`src/rtl/mc_control.sv`:
```
// Multi-cycle main controller for the MIPS-lite core: sequences fetch/decode/
// execute/memory/writeback, drives datapath selects and counts retired instructions.
module mc_control #(
    parameter int CNT_W = 32
) (
    input  logic             clk,
    input  logic             rst,
    input  logic [5:0]       opcode,
    input  logic             mem_ready,
    output logic             pc_write,
    output logic             pc_write_cond,
    output logic [1:0]       pc_source,
    output logic             iord,
    output logic             mem_read,
    output logic             mem_write,
    output logic             ir_write,
    output logic             reg_dst,
    output logic             mem_to_reg,
    output logic             reg_write,
    output logic             alu_src_a,
    output logic [1:0]       alu_src_b,
    output logic             ext_op,
    output logic [1:0]       aluop,
    output logic             illegal_op,
    output logic             instr_done,
    output logic [CNT_W-1:0] instret
);

    typedef enum logic [3:0] {
        S_FETCH   = 4'd0,
        S_DECODE  = 4'd1,
        S_MEMADR  = 4'd2,
        S_MEMRD   = 4'd3,
        S_MEMWB   = 4'd4,
        S_MEMWR   = 4'd5,
        S_EXEC    = 4'd6,
        S_ALUWB   = 4'd7,
        S_ORIEXEC = 4'd8,
        S_ORIWB   = 4'd9,
        S_BRANCH  = 4'd10,
        S_JUMP    = 4'd11
    } state_t;

    localparam logic [5:0] OP_RTYPE = 6'b000000;
    localparam logic [5:0] OP_LW    = 6'b100011;
    localparam logic [5:0] OP_SW    = 6'b101011;
    localparam logic [5:0] OP_BEQ   = 6'b000100;
    localparam logic [5:0] OP_ORI   = 6'b001101;
    localparam logic [5:0] OP_J     = 6'b000010;

    localparam logic [1:0] ALU_ADD   = 2'b00;
    localparam logic [1:0] ALU_SUB   = 2'b01;
    localparam logic [1:0] ALU_RTYPE = 2'b10;
    localparam logic [1:0] ALU_ORI   = 2'b11;

    state_t state_r;
    state_t state_nxt_s;

    function automatic logic op_legal(input logic [5:0] op);
        case (op)
            OP_RTYPE, OP_LW, OP_SW, OP_BEQ, OP_ORI, OP_J: op_legal = 1'b1;
            default:                                      op_legal = 1'b0;
        endcase
    endfunction

    // Next-state selection; unknown encodings and unsupported opcodes fall back to FETCH.
    always_comb begin
        state_nxt_s = S_FETCH;
        case (state_r)
            S_FETCH:   state_nxt_s = mem_ready ? S_DECODE : S_FETCH;
            S_DECODE: begin
                case (opcode)
                    OP_LW, OP_SW: state_nxt_s = S_MEMADR;
                    OP_RTYPE:     state_nxt_s = S_EXEC;
                    OP_ORI:       state_nxt_s = S_ORIEXEC;
                    OP_BEQ:       state_nxt_s = S_BRANCH;
                    OP_J:         state_nxt_s = S_JUMP;
                    default:      state_nxt_s = S_FETCH;
                endcase
            end
            S_MEMADR: begin
                if (opcode == OP_LW) begin
                    state_nxt_s = S_MEMRD;
                end else if (opcode == OP_SW) begin
                    state_nxt_s = S_MEMWR;
                end else begin
                    state_nxt_s = S_FETCH;
                end
            end
            S_MEMRD:   state_nxt_s = mem_ready ? S_MEMWB : S_MEMRD;
            S_MEMWR:   state_nxt_s = mem_ready ? S_FETCH : S_MEMWR;
            S_EXEC:    state_nxt_s = S_ALUWB;
            S_ORIEXEC: state_nxt_s = S_ORIWB;
            default:   state_nxt_s = S_FETCH;
        endcase
    end

    // Moore output decode; reset forces every strobe low, including the FETCH ones.
    always_comb begin
        pc_write      = 1'b0;
        pc_write_cond = 1'b0;
        pc_source     = 2'b00;
        iord          = 1'b0;
        mem_read      = 1'b0;
        mem_write     = 1'b0;
        ir_write      = 1'b0;
        reg_dst       = 1'b0;
        mem_to_reg    = 1'b0;
        reg_write     = 1'b0;
        alu_src_a     = 1'b0;
        alu_src_b     = 2'b00;
        ext_op        = 1'b1;
        aluop         = ALU_ADD;
        illegal_op    = 1'b0;
        instr_done    = 1'b0;
        if (rst) begin
            ext_op = 1'b0;
        end else begin
            case (state_r)
                S_FETCH: begin
                    mem_read  = 1'b1;
                    alu_src_b = 2'b01;
                    pc_write  = mem_ready;
                    ir_write  = mem_ready;
                end
                S_DECODE: begin
                    alu_src_b  = 2'b11;
                    illegal_op = ~op_legal(opcode);
                end
                S_MEMADR: begin
                    alu_src_a = 1'b1;
                    alu_src_b = 2'b10;
                end
                S_MEMRD: begin
                    iord     = 1'b1;
                    mem_read = 1'b1;
                end
                S_MEMWB: begin
                    mem_to_reg = 1'b1;
                    reg_write  = 1'b1;
                    instr_done = 1'b1;
                end
                S_MEMWR: begin
                    iord       = 1'b1;
                    mem_write  = 1'b1;
                    instr_done = mem_ready;
                end
                S_EXEC: begin
                    alu_src_a = 1'b1;
                    aluop     = ALU_RTYPE;
                end
                S_ALUWB: begin
                    reg_dst    = 1'b1;
                    reg_write  = 1'b1;
                    instr_done = 1'b1;
                end
                S_ORIEXEC: begin
                    alu_src_a = 1'b1;
                    alu_src_b = 2'b10;
                    ext_op    = 1'b0;
                    aluop     = ALU_ORI;
                end
                S_ORIWB: begin
                    reg_write  = 1'b1;
                    ext_op     = 1'b0;
                    instr_done = 1'b1;
                end
                S_BRANCH: begin
                    alu_src_a     = 1'b1;
                    aluop         = ALU_SUB;
                    pc_write_cond = 1'b1;
                    pc_source     = 2'b01;
                    instr_done    = 1'b1;
                end
                S_JUMP: begin
                    pc_write   = 1'b1;
                    pc_source  = 2'b10;
                    instr_done = 1'b1;
                end
                default: begin
                    pc_write = 1'b0;
                end
            endcase
        end
    end

    // State register and retired-instruction counter (wraps naturally).
    always_ff @(posedge clk) begin
        if (rst) begin
            state_r <= S_FETCH;
            instret <= '0;
        end else begin
            state_r <= state_nxt_s;
            if (instr_done) begin
                instret <= instret + CNT_W'(1);
            end
        end
    end

endmodule

```
`config.mk`:
```
export PLATFORM = sky130hd
export DESIGN_NAME = mc_control
export DESIGN_NICKNAME = d
export VERILOG_FILES = /design/src/rtl/mc_control.sv
export SDC_FILE = /design/constraint.sdc
export NUM_CORES = 1
export LEC_CHECK = 0
export CORE_MARGIN = 3
export CORE_UTILIZATION = 44
export DETAILED_ROUTE_END_ITERATION = 10
export PLACE_DENSITY_LB_ADDON = 0.3
export RECOVER_POWER = 50
export SLEW_MARGIN = 30
export SYNTH_ARGS = -nofsm -noshare
export SYNTH_HDL_FRONTEND = slang
export SYNTH_SLANG_ARGS = --single-unit
```
`constraint.sdc`:
```
create_clock -name clk -period 1.77 [get_ports clk]
set_input_delay 0.354 -clock clk [delete_from_list [all_inputs] [get_ports clk]]
set_output_delay 0.354 -clock clk [all_outputs]
set_load 0.005 [all_outputs]
```
==> results <==
==> power by group through the flow <==
stage	logic [mW]	clock network, mW	registers (mW)
floorplan	0.0722	0	0.831
global placement	0.175	0	0.834
detailed placement	0.177	0	0.834
CTS	0.202	1.03	0.810
global route	0.289	1.10	0.806
finish	0.281	1.07	0.806
==> layout by cell type (no fill, tap or decap), types with 4 or more instances in the layout <==
| master | instances |
|---|---|
| a21oi_1 | 9 |
| a21oi_2 | 10 |
| and4_1 | 4 |
| buf_2 | 9 |
| buf_4 | 79 |
| buf_6 | 30 |
| clkbuf_8 | 5 |
| clkdlybuf4s50_1 | 31 |
| dfxtp_1 | 20 |
| dfxtp_2 | 8 |
| dfxtp_4 | 8 |
| dlygate4sd2_1 | 8 |
| dlygate4sd3_1 | 4 |
| inv_1 | 4 |
| nand2_1 | 16 |
| nand2_4 | 4 |
| nand3_1 | 11 |
| nand3_4 | 4 |
| nand4_1 | 10 |
| nor2_1 | 31 |
| nor2_2 | 5 |
| nor2_4 | 5 |
| nor3_1 | 7 |
| nor3_2 | 4 |
| nor4_4 | 10 |
| nor4b_4 | 4 |
| o21ai_0 | 15 |
| or3_1 | 5 |
| or3_4 | 7 |
| xnor2_1 | 13 |
| xor2_1 | 4 |
==> worst paths after layout <==
kind / slack [ps] / endpoint
max reg2reg: -230 / instret[19]
min reg2reg: 490 / instret[31]
min: 490 / instret[31]
max: -230 / instret[19]
==> timing repair <==
item	CTS	global route
pin swaps	19	52
gates cloned	0	2
setup endpoints to repair	46	49
setup buffers	16	25
gates resized for setup	127	113
==> metrics by stage <==
| stage | power [mW] | hold slack [ps] | utilization (%) | area (um2) | setup slack [ps] |
|---|---|---|---|---|---|
| after floorplan | 0.903 | 474 | - | 2290 | 19.8 |
| after global placement | 1.01 | 465 | 70.2 | 3430 | -558 |
| after detailed placement | 1.01 | 481 | 70.2 | 3430 | -554 |
| after CTS | 2.04 | 493 | 81.5 | 3980 | -151 |
| after global routing | 2.19 | 547 | 93.8 | 4580 | -242 |
| final | 2.16 | 491 | 93.8 | 4580 | -226 |
==> cells by family (layout without fill, tap and decap cells) <==
group	count (synthesis)	in the layout	share of synthesized area [%]
mux	1	1	0.437
compound gates	54	54	14.9
simple gates	162	162	40.7
fa+ha+maj	1	1	0.547
xor+xnor	18	18	6.89
flops	36	36	31.5
buf+inv	24	185	4.98
==> state kept, by name, indices dropped and copies added, names as in the netlist <==
signal	count
state_r	4
instret	32
==> area by class of cell <==
cell class	count	area, um2	area share, %
multi-input combinational	236	2000	43.8
timing repair buffer	172	1550	33.8
sequential	36	761	16.6
clock inverter	3	90.1	1.97
tap	67	83.8	1.83
clock buffer	5	68.8	1.50
inverter	5	23.8	0.519
==> tightest hold or removal path: stages (launching register included) <==
cell and delay, ps:
dfxtp_1 320, o21ai_0 70, a21oi_1 60
==> layer usage <==
layer | vias up | global-route usage [%] | part of all wire, %
met5 | - | 0 | 0
met4 | 0 | 11.0 | 7.0
met3 | 114 | 5.96 | 12
met2 | 346 | 55.0 | 47
met1 | 1612 | 36.5 | 35
li1 | 1398 | - | -
==> summary.md <==
| Metric | Value |
|---|---|
| Status | finished with violations |
| Failing checks | negative setup slack |
| Hold Path Cell Cnt | 2 |
| DIE WIDTH | 78.1 um |
| Crit end category | register |
| Pleak | 1.87 nW |
| CTS HTree Levels | 2 |
| Most frequent cell after synthesis | nor2_1 |
| Tot GR Track Use | 30.8% |
| Die Y | 78.1 um |
| WP data arrival | 2240 ps |
| Ports | 60 |
| Post-synth top area share | 31.5% |
| Initial Util | 46.9% |
| Distinct cell type count after synthesis | 52 |
| Maxcap violations | 0 |
| Placed insts | 475 |
| Switching Share | 24.3% |
| Hold-fix buffers at CTS | 0 |
| Synth Register Bits | 36 |
| Slew margin rel. | 68.2% |
| Worst-Skew Late Latency | 320 ps |
| Crit path required time | 2020 ps |
| Clock Tree Buf Depth | 2 |
| Post-route ant nets | 0 |
| Routed WL per cell | 25.3 um |
| Vias per cell | 6.62 |
| Critical path, cell by cell | nand4_1 > nor3_2 > nand3_4 > clkbuf_16 > or3_4 > a21oi_2 |
| Crit Path Class | reg -> reg |
| Final hold violation count | 0 |
| Power share of the combinational group | 13.0% |
| Biggest area consumer among synthesized cells | dfxtp_1 |
| Syn Inst Count | 296 |
| Mapped Nets | 306 |
| Fin crit share | 113% |
| CP Depth | 6 |
| Post-synth top cells | nor2_1, dfxtp_1, nand2_1, a21oi_1, o21ai_0 |
| # DRC | 0 |
| Power Dens Cells | 472 nW/um2 |
| DIE AREA | 6100 um2 |
| Synth warn | 0 |
| Clk pwr share | 49.7% |
| Clock root buffer | clkbuf_8 |
| Clock sink count | 36 |
| Critical-path top delay cell | nor3_2 |
| Final wirelength | 13200 um |
| Ant diodes | 0 |
| Synthesized area | 2290 um2 |
| Sequential share of power | 37.3% |
| RSZ-0062 raised after global routing | true |
| Slew Viols, Final | 0 |
| Commonest register cell after synthesis | dfxtp_1 |
| Critical path's top delay family | simple AND/OR/NAND/NOR gates |
| Final #Nets | 466 |
| Max Freq | 0.501 GHz |
| Initial antenna violation count | 0 |
| Reg2reg path depth | 6 |
| Clk_skew | 14.7 ps |
| TNS Setup | -4730 ps |
| Largest net degree at the start of global routing | 26 |
| Min-delay src | instret[31] |
| Worst reg2reg startpoint | instret[14] |
| Core ar. | 4880 um2 |
| Final GP Congestion | 0.841 |
| First-pass GRT wire length | 15000 um |
| DR iter-0 viols | 437 |
| Grt ovf | 0 |
| Rows | 25 |
| Syn avg cell area | 7.73 um2 |
| Setup violations, final | 43 |
| Finished Layout Cells | 524 |
| Worst-Margin Slew | 474 ps |
| Max stage delay on crit path | 400 ps |
| Seq/Total Area, Yosys | 31.5% |
| Clk slew on worst S/H paths | 80 ps |
| Post-synth EDFFs | 0 |
| Setup ws final | -226 ps |
| CTS tree | done |
| Critical path launch point | instret[14] |
| Num CTS Buffers | 5 |
| HPWL after DPL | 4930 um |
| Area growth syn-to-layout | 100% |
| Final min period | 2000 ps |
| Worst hold path class | reg -> reg |
| Drt first pass iters | 8 |
| Sw Pwr | 0.524 mW |
| Area contributors post-synth | dfxtp_1, nor2_1, xnor2_1 |
| Vias | 3470 |
| Share of cells above drive strength 1 | 51.9% |
| WP buf/inv | 1 |
| Post-synth ARST share | 0% |
| Crit path max fanout | 6 |
| Int Pwr | 1.64 mW |
| CP startpoint kind | register |
| Maximum vdd drop | 0.572 mV |
| Number of buffers added on ports | 59 |
| Number of global-route vias before repair | 2983 |
| Filler cells | 146 |
(Power assumes the default switching activity.)
